==> config.mk <==
export PLATFORM = sky130hd
export DESIGN_NAME = data_mem_param
export DESIGN_NICKNAME = d
export VERILOG_FILES = /design/src/rtl/data_mem_param.sv
export SDC_FILE = /design/constraint.sdc
export NUM_CORES = 1
export LEC_CHECK = 0
export CORE_AREA = 5 5 314 316
export DETAILED_ROUTE_END_ITERATION = 12
export DIE_AREA = 0 0 319 321
export PLACE_DENSITY = 0.67
export SLEW_MARGIN = 20
export SYNTH_ARGS = -nofsm -noshare
export SYNTH_HDL_FRONTEND = slang
export SYNTH_SLANG_ARGS = --single-unit
export TNS_END_PERCENT = 5
==> constraint.sdc <==
create_clock -name clk -period 7.1 [get_ports clk]
set_clock_uncertainty 0.1 [all_clocks]
set_input_delay 0.71 -clock clk [delete_from_list [all_inputs] [get_ports clk]]
set_output_delay 0.71 -clock clk [all_outputs]
set_load 0.03 [all_outputs]
==> src/rtl/data_mem_param.sv <==
// Parametrised word-addressed data memory with byte enables, a valid/ready request port,
// registered one-cycle responses, a hardware zero-fill sequencer and a read-bypass path.
module data_mem_param #(
  parameter int DATA_W    = 32,
  parameter int DEPTH     = 32,
  parameter int ADDR_W    = $clog2(DEPTH),
  parameter int INIT_ZERO = 1
) (
  input  logic                clk,
  input  logic                rst_n,
  input  logic                clear,
  input  logic                req_valid,
  output logic                req_ready,
  input  logic                req_we,
  input  logic [31:0]         req_addr,
  input  logic [DATA_W-1:0]   req_wdata,
  input  logic [DATA_W/8-1:0] req_be,
  input  logic                bypass_sel,
  input  logic [DATA_W-1:0]   bypass_data,
  output logic                rsp_valid,
  output logic [DATA_W-1:0]   rsp_rdata,
  output logic                rsp_err,
  output logic                init_done
);

  localparam int BE_W = DATA_W / 8;
  localparam logic [ADDR_W-1:0] LAST_IDX = ADDR_W'(DEPTH - 1);

  typedef enum logic {ST_INIT, ST_IDLE} state_t;
  localparam state_t RST_STATE = (INIT_ZERO != 0) ? ST_INIT : ST_IDLE;

  state_t            state_reg, state_next;
  logic [ADDR_W-1:0] fill_cnt_reg, fill_cnt_next;

  logic [DATA_W-1:0] mem [DEPTH];

  logic              accept;
  logic              in_range;
  logic [ADDR_W-1:0] req_idx;
  logic [DATA_W-1:0] old_word;
  logic [DATA_W-1:0] be_mask;
  logic [DATA_W-1:0] merged_word;

  logic              mem_we;
  logic [ADDR_W-1:0] mem_idx;
  logic [DATA_W-1:0] mem_wdata;
  logic [BE_W-1:0]   mem_be;

  logic              rsp_valid_next;
  logic [DATA_W-1:0] rsp_rdata_next;
  logic              rsp_err_next;

  assign req_ready = (state_reg == ST_IDLE) && !clear;
  assign init_done = (state_reg == ST_IDLE);
  assign accept    = req_valid && req_ready;
  assign in_range  = req_addr < 32'(DEPTH);
  assign req_idx   = req_addr[ADDR_W-1:0];
  assign old_word  = in_range ? mem[req_idx] : '0;

  for (genvar gi = 0; gi < BE_W; gi++) begin : g_mask
    assign be_mask[8*gi +: 8] = {8{req_be[gi]}};
  end

  assign merged_word = (old_word & ~be_mask) | (req_wdata & be_mask);

  always_comb begin
    state_next    = state_reg;
    fill_cnt_next = fill_cnt_reg;
    case (state_reg)
      ST_INIT: begin
        fill_cnt_next = fill_cnt_reg + ADDR_W'(1);
        if (fill_cnt_reg == LAST_IDX) begin
          state_next    = ST_IDLE;
          fill_cnt_next = '0;
        end
      end
      ST_IDLE: begin
        if (clear && (INIT_ZERO != 0)) begin
          state_next    = ST_INIT;
          fill_cnt_next = '0;
        end
      end
      default: state_next = RST_STATE;
    endcase
  end

  always_ff @(posedge clk or negedge rst_n) begin
    if (!rst_n) begin
      state_reg    <= RST_STATE;
      fill_cnt_reg <= '0;
    end else begin
      state_reg    <= state_next;
      fill_cnt_reg <= fill_cnt_next;
    end
  end

  // The fill sequencer owns the write port while in INIT; requests cannot be accepted then.
  always_comb begin
    mem_we    = 1'b0;
    mem_idx   = req_idx;
    mem_wdata = req_wdata;
    mem_be    = req_be;
    if (state_reg == ST_INIT) begin
      mem_we    = 1'b1;
      mem_idx   = fill_cnt_reg;
      mem_wdata = '0;
      mem_be    = '1;
    end else if (accept && req_we && in_range) begin
      mem_we = 1'b1;
    end
  end

  // No reset on the array: contents survive rst_n and are cleared only by the fill.
  always_ff @(posedge clk) begin
    if (mem_we) begin
      for (int b = 0; b < BE_W; b++) begin
        if (mem_be[b]) mem[mem_idx][8*b +: 8] <= mem_wdata[8*b +: 8];
      end
    end
  end

  always_comb begin
    rsp_valid_next = accept;
    rsp_rdata_next = rsp_rdata;
    rsp_err_next   = rsp_err;
    if (accept) begin
      if (req_we) begin
        rsp_rdata_next = in_range ? merged_word : '0;
        rsp_err_next   = !in_range;
      end else if (bypass_sel) begin
        rsp_rdata_next = bypass_data;
        rsp_err_next   = 1'b0;
      end else begin
        rsp_rdata_next = in_range ? old_word : '0;
        rsp_err_next   = !in_range;
      end
    end
  end

  always_ff @(posedge clk or negedge rst_n) begin
    if (!rst_n) begin
      rsp_valid <= 1'b0;
      rsp_rdata <= '0;
      rsp_err   <= 1'b0;
    end else begin
      rsp_valid <= rsp_valid_next;
      rsp_rdata <= rsp_rdata_next;
      rsp_err   <= rsp_err_next;
    end
  end

endmodule

# [Word-level counts from Yosys, hierarchy flattened]
# Memories as Yosys holds them, arrays and structs flattened.
# Index checks and enable logic that the tools add are counted.
[word_totals] input_bits=106 memories=1 out_inout_bits=36 word_cells=51 ram_bits=1024 regBits=40
[mem_list] name="mem" depth=32 word_bits=32 read_ports=1 rd_clocked_by_memory_dff=0 wr=1 line_no="35" source="logic [DATA_W-1:0] mem [DEPTH];"
[classes] n_reduce_logical=6 bitwise_logic=5 n_eq_ne=2 n_mux=30 n_addsub=1 order_cmp=1
[ops] op="two-way mux 32 bit" n=6
[ops] op="bitwise AND 32 bit" n=2
[ops] op="less-than comparator 32 x 6 -> 1 bit, second input constant" n=1
[ops] op="inverter 32 bit" n=1
[ops] op="bitwise OR 32 bit" n=1
[ops] op="two-way mux 1 bit" n=18
[ops] op="two-way mux 5 bit" n=3
[ops] op="case mux 5 bit (2 select lines)" n=1
[ops] op="adder 5 x 1 -> 5 bit, second input constant" n=1
[ops] op="== test 5 bit, second input constant" n=1
[ops] op="logical AND 1 bit" n=4
[ops] op="two-way mux 4 bit" n=1
[ops] op="zero test 1 bit" n=2
[ops] op="inequality test 2 bit, second input constant" n=1
[ops] op="case mux 1 bit (2 select lines)" n=1
[ops] op="inverter 1 bit" n=1

# [Depth between registers and ports, before layout]
# Gate-level depths: netlist (run 1).
[logic_depth] ltp_word=9 ltp_mapped=9 mapped_depth_nobuf=6

# [Least setup slack after synthesis (run 1)]
# OpenSTA, ideal clock, no wires.
[synth_path] path_kind="in2reg" from="input port clear" to="memory mem[10][16], enable pin" cell_stages=8 required_time_ns=6.617 path_buffers=2 path_slack_ns=3.986 setup_time_ns=0.383 t_arrival_ns=2.631 cell_sequence="and2b_1 -> nand2_2 -> inv_2 -> and4_1 -> buf_6 -> a31oi_2 -> buf_2 -> nor3_1"
[synth_between] elab_chain_cells=9
[synth_rtl] element="start: declaration" line_no="11" source="input logic clear,"
[synth_rtl] element="zero test 1 bit" line_no="53" source="assign req_ready = (state_reg == ST_IDLE) && !clear;"
[synth_rtl] element="logical AND 1 bit" line_no="53"
[synth_rtl] element="logical AND 1 bit" line_no="55" source="assign accept = req_valid && req_ready;"
[synth_rtl] element="logical AND 1 bit (2 in series)" line_no="108" source="end else if (accept && req_we && in_range) begin"
[synth_rtl] element="two-way mux 1 bit" line_no="108"
[synth_rtl] element="two-way mux 1 bit" line_no="103" source="if (state_reg == ST_INIT) begin"
[synth_rtl] element="two-way mux 1 bit" line_no="115" source="if (mem_we) begin"
[synth_rtl] element="two-way mux 1 bit (implied by the code)" line_no="117" source="if (mem_be[b]) mem[mem_idx][8*b +: 8] <= mem_wdata[8*b +: 8];"
[synth_rtl] element="end: declaration" line_no="35"
# No other way between the ends.

# [Final worst setup path (run 1)]
[layout_path] from="input port clear" to="memory mem[21][19], enable pin"
# Same word-level chain as after synthesis.

==> results of run 1 <==
[how the worst max path moves through the flow]
stage	end
after detailed placement	mem[9][17]
after CTS	mem[9][19]
final	mem[21][19]
after global placement	mem[9][16]
after floorplan	mem[10][16]
after global routing	mem[21][19]
[cell families (layout without fill, tap and decap cells)]
| group | count (synthesis) | count (layout) |
|---|---|---|
| compound gates | 212 | 212 |
| simple gates | 418 | 418 |
| flops | 1064 | 1064 |
| xor+xnor | 2 | 2 |
| buf+inv | 166 | 435 |
| fa+ha+maj | 2 | 2 |
| mux | 354 | 354 |
[per-layer routing]
metal / vias to the layer above / part of all wire / GRT usage / routed length, um
li1: 9570 / - / - / -
met1: 11700 / 0.40 / 0.290 / 43200
met2: 1341 / 0.46 / 0.312 / 49200
met3: 181 / 0.11 / 0.0616 / 12000
met4: 2 / 0.026 / 0.0588 / 2800
met5: - / 0.00012 / 0 / 13
[layout make-up]
cell class / count / share of cell area
Sequential cell: 1064 / 0.652
Multi-Input combinational cell: 988 / 0.205
Clock buffer: 123 / 0.0536
Timing Repair Buffer: 246 / 0.0457
Tap cell: 1276 / 0.0328
Clock inverter: 61 / 0.0105
Inverter: 5 / 0.000385
[stage by stage]
stage	instances	power, mW	utilization
global placement	3579	10.6	0.475
detailed placement	3579	10.7	0.475
floorplan	2218	9.45	-
global route	3763	16.2	0.509
CTS	3763	15.8	0.507
finish	3763	15.7	0.509
[worst reg2reg max path, stage by stage, from the launching register on]
cell	delay, ns
dfrtp_2	0.48
and2b_1	0.19
nand2_2	0.06
buf_4	0.29
inv_2	0.62
and4_2	0.71
buf_4	0.43
a31oi_2	0.14
buf_4	0.31
nor3_1	0.93
[power groups by stage]
stage               clock, mW  sequential (mW)  combinational [mW]
CTS                      5.18             8.02                2.56
global placement            0             8.12                2.48
detailed placement          0             8.14                2.56
floorplan                   0             8.18                1.27
global route             5.44             8.06                2.72
finish                   5.11             8.02                2.60
[layout by cell type (no fill, tap or decap), types with 7 or more instances in the layout]
cell type / netlist / final
or3_1: 34 / 34
nand2_1: 28 / 26
clkbuf_1: 68 / 21
mux2i_1: 129 / 129
nor4_1: 38 / 38
buf_4: 25 / 103
edfxtp_1: 1024 / 1024
clkbuf_16: 0 / 100
nor2_1: 38 / 38
nor3_2: 0 / 25
and3_1: 34 / 34
clkdlybuf4s50_1: 0 / 137
o31ai_1: 32 / 32
mux4_2: 192 / 192
clkinv_1: 0 / 28
nor3_1: 194 / 169
and2_1: 37 / 31
clkinv_2: 0 / 12
a21oi_1: 34 / 33
o2111ai_1: 32 / 32
mux2_2: 33 / 33
dfrtp_1: 40 / 39
o22ai_1: 64 / 64
a22o_1: 33 / 33
bufinv_16: 0 / 7
==> flow_metrics.env, run 1 <==
export IMPL_h_tree_depth=3
export IMPL_initialDrtViolationCount=2739
export IMPL_place_ws_ns=1.42
export IMPL_clock_latency_ns=0.67
export IMPL_numCtsBuffers=99
export IMPL_die_area_um2=102000
export IMPL_grt_usage=0.204
export IMPL_nFillCells=7460
export IMPL_synth_area_mux_share=0.141
export IMPL_intPower_mw=11.4
export IMPL_remaining_drc_errors=0
export IMPL_period_minus_slack_ns=4.92
export IMPL_synth_simple_area_share=0.0523
export IMPL_setup_viol=0
export IMPL_hp_class="in -> async"
export IMPL_cts_tree="yes"
export IMPL_crit_fanout=35
export IMPL_synthCells=2218
export IMPL_firstDrtPassIters=8
export IMPL_path_cells="clkdlybuf4s50_1 -> and2b_1 -> nand2_2 -> buf_4 -> inv_2 -> and4_2 -> buf_4 -> a31oi_2 -> buf_4 -> nor3_1"
export IMPL_synth_fa_ha_area_frac=0.000590
export IMPL_fin_ws_ns=2.18
export IMPL_die_x_um=319
export IMPL_synthFlopType="edfxtp_1"
export IMPL_crit_arrival_ns=5.08
export IMPL_power_switching_mw=4.30
export IMPL_register_area_um2=31800
export IMPL_cts_resized_gates=0
export IMPL_n_antenna_cell=0
export IMPL_wl_per_cell_um=28.5
export IMPL_async_flop_share=0.0376
export IMPL_synth_top_family_by_area="multiplexers"
export IMPL_core_area_um2=95700
export IMPL_crit_type="in -> reg"
export IMPL_slew_violations=0
export IMPL_p_seq_frac=0.510
export IMPL_worstRegToRegCells=9
export IMPL_min_period_over_period=0.692
export IMPL_die_h_um=321
export IMPL_slew_headroom=0.231
export IMPL_vias=22800
export IMPL_crit_path_frequent_cell="buf_4"
export IMPL_largest_reg_flops=1024
export IMPL_cap_violations=0
export IMPL_rows=114
export IMPL_p_leak_nw=16.0
export IMPL_rsz0062_at_grt="no"
export IMPL_hpwl_mm=68.2
export IMPL_ys_ff_latch=1064
export IMPL_placed_area_um2=45400
export IMPL_post_cts_buffers=0
export IMPL_syn_area_per_cell_um2=19.1
export IMPL_tightest_slew_ns=1.15
export IMPL_tns_ns=0
export IMPL_cpPeakStageDelay_ns=0.91
export IMPL_worst_setup_path_end_kind="register"
export IMPL_pwr_density_cell_nw_per_um2=323
export IMPL_path_depth=10
export IMPL_cts_sinks=1064
export IMPL_synthToLayoutAreaGrowth_pct=14.8
export IMPL_wl_mm=107
export IMPL_fmax_mhz=203
export IMPL_combPwrFrac=0.165
export IMPL_syn_num_nets=2326
export IMPL_yosysSeqAreaShare=0.748
export IMPL_synth_compound_area_share=0.0365
export IMPL_ios=142
export IMPL_grt_max_degree=137
export IMPL_drive_above_1_share=0.209
export IMPL_grt_overflow=0
export IMPL_swShare=0.273
export IMPL_cts_buffer_depth=3
export IMPL_yosys_area_top_type_share=0.725
export IMPL_gp_congestion=0.910
export IMPL_slowest_stage="nor3_1"
export IMPL_required_ns=7.26
export IMPL_ant_nets=0
export IMPL_synthTopCellsByCount="1024 x edfxtp_1, 194 x nor3_1, 192 x mux4_2"
export IMPL_grt_pass1_wl_mm=156
export IMPL_numPortBuffers=141
export IMPL_grt_pass1_vias=22900
export IMPL_synth_top_area_cell="edfxtp_1"
export IMPL_fin_nets=2512
export IMPL_crit_path_start_kind="input port"
export IMPL_ir_drop_mv=0.261
export IMPL_synthXorXnorAreaFrac=0.000413
export IMPL_cts_hold_fix_buffers=0
export IMPL_netlist_area_um2=42400
export IMPL_ys_warn_count=0
export IMPL_via_per_inst=6.06
export IMPL_synth_area_top_cells="edfxtp_1 72%, mux4_2 10%, mux2i_1 3.0%, dfrtp_1 2.4%, nor3_1 2.3%"
export IMPL_startpoint="clear"
export IMPL_cts_root_buf="clkbuf_16"
export IMPL_synth_edf_count=1024
export IMPL_hold_ws_ns=0.0892
export IMPL_critPathBufInv=5
export IMPL_outcome="finished clean"
export IMPL_pwr_share_clk=0.325
export IMPL_reg2reg_to="mem[21][19]"
export IMPL_multi_input_area_um2=9990
export IMPL_r2r_start="init_done"
export IMPL_clk_pin_slew_ns=0.06
export IMPL_initial_core_util=0.443
export IMPL_final_area_um2=48700
export IMPL_ys_types=47
export IMPL_yosysMostFrequentCell="edfxtp_1"
export IMPL_finalHoldViolations=0
export IMPL_r2r_slack_ns=2.45
export IMPL_antenna_found_initial=5
export IMPL_crit_family="buffers and inverters"
(Power assumes the default switching activity.)
==> run 2, diff against run 1 <==
==> constraint.sdc (replaced) <==
create_clock -name clk -period 4.9 [get_ports clk]
set_clock_uncertainty 0.1 [all_clocks]
set_input_delay 0.49 -clock clk [delete_from_list [all_inputs] [get_ports clk]]
set_output_delay 0.49 -clock clk [all_outputs]
set_load 0.03 [all_outputs]
==> run 2 against run 1 <==
  * Global-route usage down 0.33 points
  * Register-to-register slack worse by 1.3 ns
  * Power up 46%
  * Flip-flop and latch count stayed put
  * Combinational power increased by 51%
  * Cell count up 2.2%
  * Worst setup slack got worse by 1.0 ns
  * Clock-buffer cell count increased by 18
  * First-iteration DRC count is essentially flat
  * Hold slack improved by 0.29 ns
  * Die area unchanged
  * Design area grew 1.3%
==> flow_metrics.env, run 2 (synthesis results as in run 1) <==
export IMPL_cts_buffer_depth=3
export IMPL_combPwrFrac=0.171
export IMPL_clk_pin_slew_ns=0.06
export IMPL_ios=142
export IMPL_slowest_stage="nor3_1"
export IMPL_rows=114
export IMPL_hp_class="in -> async"
export IMPL_crit_path_frequent_cell="buf_4"
export IMPL_cpPeakStageDelay_ns=0.86
export IMPL_cap_violations=0
export IMPL_setup_viol=0
export IMPL_min_period_over_period=0.765
export IMPL_wl_per_cell_um=27.3
export IMPL_intPower_mw=16.7
export IMPL_fin_ws_ns=1.15
export IMPL_firstDrtPassIters=6
export IMPL_via_per_inst=5.96
export IMPL_grt_pass1_wl_mm=154
export IMPL_final_common_cell="edfxtp_1"
export IMPL_tns_ns=0
export IMPL_crit_fanout=27
export IMPL_power_switching_mw=6.21
export IMPL_fin_nets=2597
export IMPL_crit_family="simple AND/OR/NAND/NOR gates"
export IMPL_slew_violations=0
export IMPL_grt_pass1_vias=23300
export IMPL_initialDrtViolationCount=2738
export IMPL_finalHoldViolations=0
export IMPL_numPortBuffers=141
export IMPL_period_minus_slack_ns=3.75
export IMPL_swShare=0.271
export IMPL_hpwl_mm=68.2
export IMPL_cts_tree="yes"
export IMPL_p_seq_frac=0.505
export IMPL_core_area_um2=95700
export IMPL_path_cells="and2b_1 -> nand2_2 -> inv_2 -> and4_2 -> buf_4 -> a31oi_2 -> buf_4 -> nor3_1"
export IMPL_pwr_density_cell_nw_per_um2=465
export IMPL_die_h_um=321
export IMPL_place_ws_ns=0.723
export IMPL_outcome="finished clean"
export IMPL_layout_common_cells="1024 x edfxtp_1, 192 x mux4_2, 184 x nor3_1"
export IMPL_largest_reg_flops=1024
export IMPL_tightest_slew_ns=1.10
export IMPL_ant_nets=0
export IMPL_crit_path_start_kind="register"
export IMPL_h_tree_depth=3
export IMPL_vias=22900
export IMPL_critPathBufInv=3
export IMPL_required_ns=5.07
export IMPL_post_cts_buffers=0
export IMPL_gp_congestion=0.884
export IMPL_worst_setup_path_end_kind="register"
export IMPL_ir_drop_mv=0.357
export IMPL_numCtsBuffers=105
export IMPL_rsz0062_at_grt="no"
export IMPL_grt_max_degree=93
export IMPL_antenna_found_initial=5
export IMPL_cts_root_buf="clkbuf_16"
export IMPL_pwr_share_clk=0.324
export IMPL_hold_ws_ns=0.379
export IMPL_synthToLayoutAreaGrowth_pct=16.2
export IMPL_fmax_mhz=267
export IMPL_slew_headroom=0.268
export IMPL_crit_arrival_ns=3.92
export IMPL_p_leak_nw=16.5
export IMPL_remaining_drc_errors=0
export IMPL_wl_mm=105
export IMPL_grt_overflow=0
export IMPL_grt_usage=0.201
export IMPL_cts_sinks=1064
export IMPL_crit_type="reg -> reg"
export IMPL_die_area_um2=102000
export IMPL_initial_core_util=0.443
export IMPL_die_x_um=319
export IMPL_clock_latency_ns=0.67
export IMPL_drive_above_1_share=0.227
## run 2: changes by cell type in the layout (fill, tap and decap cells not counted), sizes merged
cell / delta
diode: +2
clkinv: -3
buf: +78
dlygate4sd3: +1
bufinv: -4
clkbuf: +18
clkinvlp: -4
inv: -4
## run 2: tightest hold or removal path: cells and delay by family
kind,cells,cell delay [ns]
buffers and inverters,3,1.14
## run 2: metal layers
layer	vias to the layer above	track usage	wire [um]
met3	162	0.0524	11300
met5	-	0	0
met2	1232	0.315	49300
li1	9747	-	-
met4	0	0.0487	2450
met1	11800	0.287	41900
## run 2: area by class of cell
class,instances,area (um^2)
antenna,2,5.00
clock buffer,141,2850
clock inverter,46,309
fill,7477,46400
inverter,5,18.8
multi-input combinational,988,9910
sequential,1064,31800
tap,1276,1600
timing repair buffer,325,2880
## run 2: power by group through the flow
stage          sequential, mW  combinational [mW]  clock [mW]
3_5_place_dp             11.8                3.88           0
6_report                 11.6                3.93        7.44
3_3_place_gp             11.7                3.79           0
2_1_floorplan            11.8                1.84           0
5_1_grt                  11.7                4.11        7.95
4_1_cts                  11.6                3.90        7.55
## run 2: final timing paths
kind / start / endpoint / slack (ns) / cells past startpoint
setup / recovery: init_done / mem[6][19] / 1.15 / 8
hold / removal: rst_n / rsp_rdata[7] / 0.38 / 3
setup reg to reg: init_done / mem[6][19] / 1.15 / 8
hold reg to reg: rsp_err / rsp_err / 0.39 / 2
max in group asynchronous: rst_n / init_done / 3.76 / 3
min in group clk: rsp_err / rsp_err / 0.39 / 2
## run 2: what timing repair did
item,CTS,global route
hold endpoints to repair,40,0
hold buffers,1,0
resized for setup,0,0
## run 2: stage by stage
stage	instances	area [um^2]	util	total power, mW
floorplan	2218	42400	-	13.7
global placement	3657	46100	0.482	15.5
detailed placement	3657	46100	0.482	15.6
CTS	3845	49300	0.515	23.0
global route	3845	49300	0.515	23.7
finish	3847	49300	0.515	23.0
